**src/rtl/oam_dma_engine.sv**
```systemverilog
// Sprite DMA engine: a CPU write to $4014 halts the CPU and copies
// one 256-byte page into OAM, one byte per read/write cycle pair.
module oam_dma_engine #(
  parameter logic [15:0] DMA_REG_ADDR = 16'h4014,
  parameter int          ALIGN_CYCLES = 1
) (
  input  logic        clk,
  input  logic        reset,
  input  logic        cpu_wr,
  input  logic [15:0] cpu_addr,
  input  logic [7:0]  cpu_data_in,
  input  logic [7:0]  mem_data,
  output logic        cpu_halt,
  output logic        dma_mem_rd,
  output logic [15:0] dma_mem_addr,
  output logic        oam_dma,
  output logic [7:0]  oam_addr,
  output logic [7:0]  oam_data_out,
  output logic        dma_busy
);

  typedef enum logic [1:0] {
    IDLE,
    ALIGN,
    READ,
    WRITE
  } state_t;

  state_t     state_q;
  logic [7:0] page_q;
  logic [7:0] idx_q;
  logic [1:0] align_q;
  logic       parity_q;
  logic       trig;

  assign trig = cpu_wr && (cpu_addr == DMA_REG_ADDR);

  always_ff @(posedge clk) begin
    if (reset) begin
      state_q  <= IDLE;
      page_q   <= '0;
      idx_q    <= '0;
      align_q  <= '0;
      parity_q <= 1'b0;
    end else begin
      parity_q <= ~parity_q;
      unique case (state_q)
        IDLE: begin
          if (trig) begin
            page_q  <= cpu_data_in;
            idx_q   <= '0;
            align_q <= 2'(ALIGN_CYCLES) + {1'b0, parity_q};
            state_q <= ALIGN;
          end
        end
        ALIGN: begin
          // a count of 0 or 1 both mean this is the last dummy cycle
          if (align_q <= 2'd1) begin
            state_q <= READ;
          end else begin
            align_q <= align_q - 2'd1;
          end
        end
        READ: begin
          state_q <= WRITE;
        end
        WRITE: begin
          idx_q   <= idx_q + 8'd1;
          state_q <= (idx_q == 8'hFF) ? IDLE : READ;
        end
      endcase
    end
  end

  assign cpu_halt     = (state_q != IDLE);
  assign dma_busy     = cpu_halt;
  assign dma_mem_rd   = (state_q == READ);
  assign dma_mem_addr = dma_mem_rd ? {page_q, idx_q} : 16'h0000;
  // read data arrives one cycle after READ, i.e. during WRITE
  assign oam_dma      = (state_q == WRITE);
  assign oam_addr     = oam_dma ? idx_q : 8'h00;
  assign oam_data_out = oam_dma ? mem_data : 8'h00;

endmodule
```
**config.mk**
```make
export PLATFORM = sky130hd
export DESIGN_NAME = oam_dma_engine
export DESIGN_NICKNAME = d
export VERILOG_FILES = /design/src/rtl/oam_dma_engine.sv
export SDC_FILE = /design/constraint.sdc
export NUM_CORES = 1
export LEC_CHECK = 0
export ABC_AREA = 0
export BUFFER_PORTS_ARGS = -buffer_cell sky130_fd_sc_hd__buf_2
export CAP_MARGIN = 20
export CORE_MARGIN = 2
export CORE_UTILIZATION = 49
export CTS_BUF_LIST = sky130_fd_sc_hd__clkbuf_2
export DETAILED_ROUTE_END_ITERATION = 7
export PLACE_DENSITY = 0.88
export SLEW_MARGIN = 10
export SYNTH_ARGS = -nofsm -noshare
export SYNTH_HDL_FRONTEND = slang
export SYNTH_SLANG_ARGS = --single-unit
export TNS_END_PERCENT = 100
```
**constraint.sdc**
```tcl
create_clock -name clk -period 4 [get_ports clk]
set_clock_uncertainty 0.2 [all_clocks]
set_input_delay 0.6 -clock clk [delete_from_list [all_inputs] [get_ports clk]]
set_output_delay 0.6 -clock clk [all_outputs]
set_load 0.03 [all_outputs]
```
==> metrics.cfg <==
[outcome]
status=finished clean

[worst_setup_path]
worstSetupPathType=reg2out
startpoint_type=flop
critical-path-top-delay-family=simple AND/OR/NAND/NOR gates
cp_num_buf_inv=1
r2r-start=state_q[0]
crit_path_start=state_q[1]
cp_cell_sequence=nor2b_1, and2_1, buf_2
cp_slowest_stage_delay_ps=850
worstPathMaxFanout=23
cp_data_arrival_time_ps=2310
cp_slowest_cell=nor2b_1
worstSetupEndpointType=output pin
crit_required_ps=3200
reg2reg_slack_ps=1430

[detailed_routing]
antenna_left=0
vias_per_cell=5.355
routed_wl_microns=3096
vias=1344
dr.pass1.iters=4
drt-initial-drc-count=25
drc=0
wl_per_cell_microns=12.33

[cts]
cts.sinks=21
cts-root-buf=clkbuf_2
cts.repair.resized=0
holdBufCountCts=0
cts_tree=yes
clk_path_buf_depth=2
post_cts_buffers=0
cts-htree-levels=1
insertion_delay_ps=330
clk_pin_slew_ps=200
numCtsBuffers=3

[worst_hold_path]
hold_path.class=reg2reg
hold_start=parity_q

[floorplanning]
num_io_pins=71
initial_utilization=0.5112
row_count=18
die_w_microns=54.61
core_region_area_sq_um=2455
dieArea_sq_um=2982
die_h_microns=54.61

[power_and_ir_drop]
powerDensity_nw_per_um2=202.8
p_sw_uw=79.03
total_leakage_power_nw=0.8422
ir_drop_mv=0.2300
power_frac_comb=0.075
power_uw=326.3
switching_share=0.2422
seq_power_share=0.646
power_frac_clock=0.278
p_int_uw=247.3

[sta]
tns_ps=0
fin_crit_ps=3112
finalCritPeriodShare=0.7780
setup_violations=0
report.final.slew_viol_count=0
setup_slack_ps=888.0
max_freq_ghz=0.3213
final_hold_viol_count=0
relSlewSlack=0.3392
rsz0062_at_grt=no
worst-slew-pin-transition_ps=983.0

[logic_synthesis]
synth_top_area_frac=0.3350
async_reset_ff_frac=0
ys_seq_area_frac=0.3350
synth_cells=157
synth_area_leaders=dfxtp_1, and3_1, and2_1, nand2_1, a21oi_2
ys_types=38
synth_top_area_cell=dfxtp_1
ys_seq_elements=21
synth_top_cells_by_count=nand2_1, dfxtp_1, and3_1
syn-num-nets=194
ys.flop_type=dfxtp_1
synth-warning-count=0
synth_area_per_cell_sq_um=7.993
yosysMostFrequentCell=nand2_1
syn_area_sq_um=1255
synth_edf_count=0

[placed_design]
dp_hpwl_microns=2263
port-buffer-count=70
preCtsSetupSlack_ps=1258
dpl_cell_area_sq_um=1589
finalWeightedCongestion=0.7124

[final_layout]
drive_above_1_share=0.4072
antennaDiodeCount=0
area.growth.synth_to_final_pct=28.22
final_cell_area_sq_um=1609
final_nets=259

[global_routing]
grt_pass1_vias=1148
grt_max_degree=25
antenna_found_initial=0
gr-total-overflow=0
track_usage=0.2187
grt_pass1_wl_microns=4781

[job]
max_cap_viol_count=0

==> flip-flops by register name, indices dropped and copies added, names as in the netlist <==
signal,flops
idx_q,8
page_q,8
align_q,2
state_q,2
parity_q,1
==> final cells by class <==
class                           instances  area (sq um)
Tap cell                               30         37.54
Fill cell                             218         845.8
Multi-Input combinational cell        124         773.2
Sequential cell                        21         420.4
Clock inverter                          1         5.005
Inverter                                2         7.507
Clock buffer                            3         15.01
Timing Repair Buffer                   70         350.3
==> cells by family after synthesis <==
kind of cell             Yosys count  share of synthesized area
adder cells (fa/ha/maj)            2                    0.01994
AO/OA/AOI/OAI                     27                     0.1526
buffers and inverters             12                    0.04885
AND/OR/NAND/NOR                   95                     0.4437
flip-flops                        21                     0.3350
==> power by group through the flow <==
| stage | logic (mW) | registers (mW) | clock network (mW) |
|---|---|---|---|
| 2_1_floorplan | 0.00755 | 0.215 | 0 |
| 3_3_place_gp | 0.0237 | 0.215 | 0 |
| 3_5_place_dp | 0.0247 | 0.215 | 0 |
| 4_1_cts | 0.0247 | 0.211 | 0.0920 |
| 5_1_grt | 0.0272 | 0.211 | 0.0997 |
| 6_report | 0.0246 | 0.211 | 0.0909 |
==> final timing paths <==
kind,end,cells past startpoint
hold reg to reg,parity_q,1
setup / recovery,dma_mem_addr[0],3
hold / removal,parity_q,1
setup reg to reg,page_q[2],4
==> per-layer routing <==
layer / vias up / part of all wire / track usage
li1: 684 / - / -
met5: - / 0 / 0
met2: 37 / 0.51 / 0.4147
met1: 617 / 0.43 / 0.2496
met4: 0 / 0.012 / 0.06667
met3: 6 / 0.047 / 0.02732
==> placed cells by master, fill, tap and decap left out, types with 2 or more instances in the layout <==
cell type  count
and3_1        18
nand3_1        9
a311oi_1       2
ha_1           2
dfxtp_1       21
nor2_1         6
a21oi_2        8
nor3_1         3
or2_2          3
nor2b_1        3
nor4_1         2
and2_1        16
o21ai_0        2
clkbuf_2       3
nand2_1       23
a21oi_1       10
inv_1          2
buf_2         70
==> per-stage QoR <==
stage / util / std cells / hold WS, ps
2_1_floorplan: - / 157 / 208.0
3_3_place_gp: 0.6473 / 247 / 217.4
6_report: 0.6555 / 251 / 249.9
4_1_cts: 0.6555 / 251 / 252.1
5_1_grt: 0.6555 / 251 / 258.6
3_5_place_dp: 0.6473 / 247 / 226.6
Power figures use the tool's default switching activity.
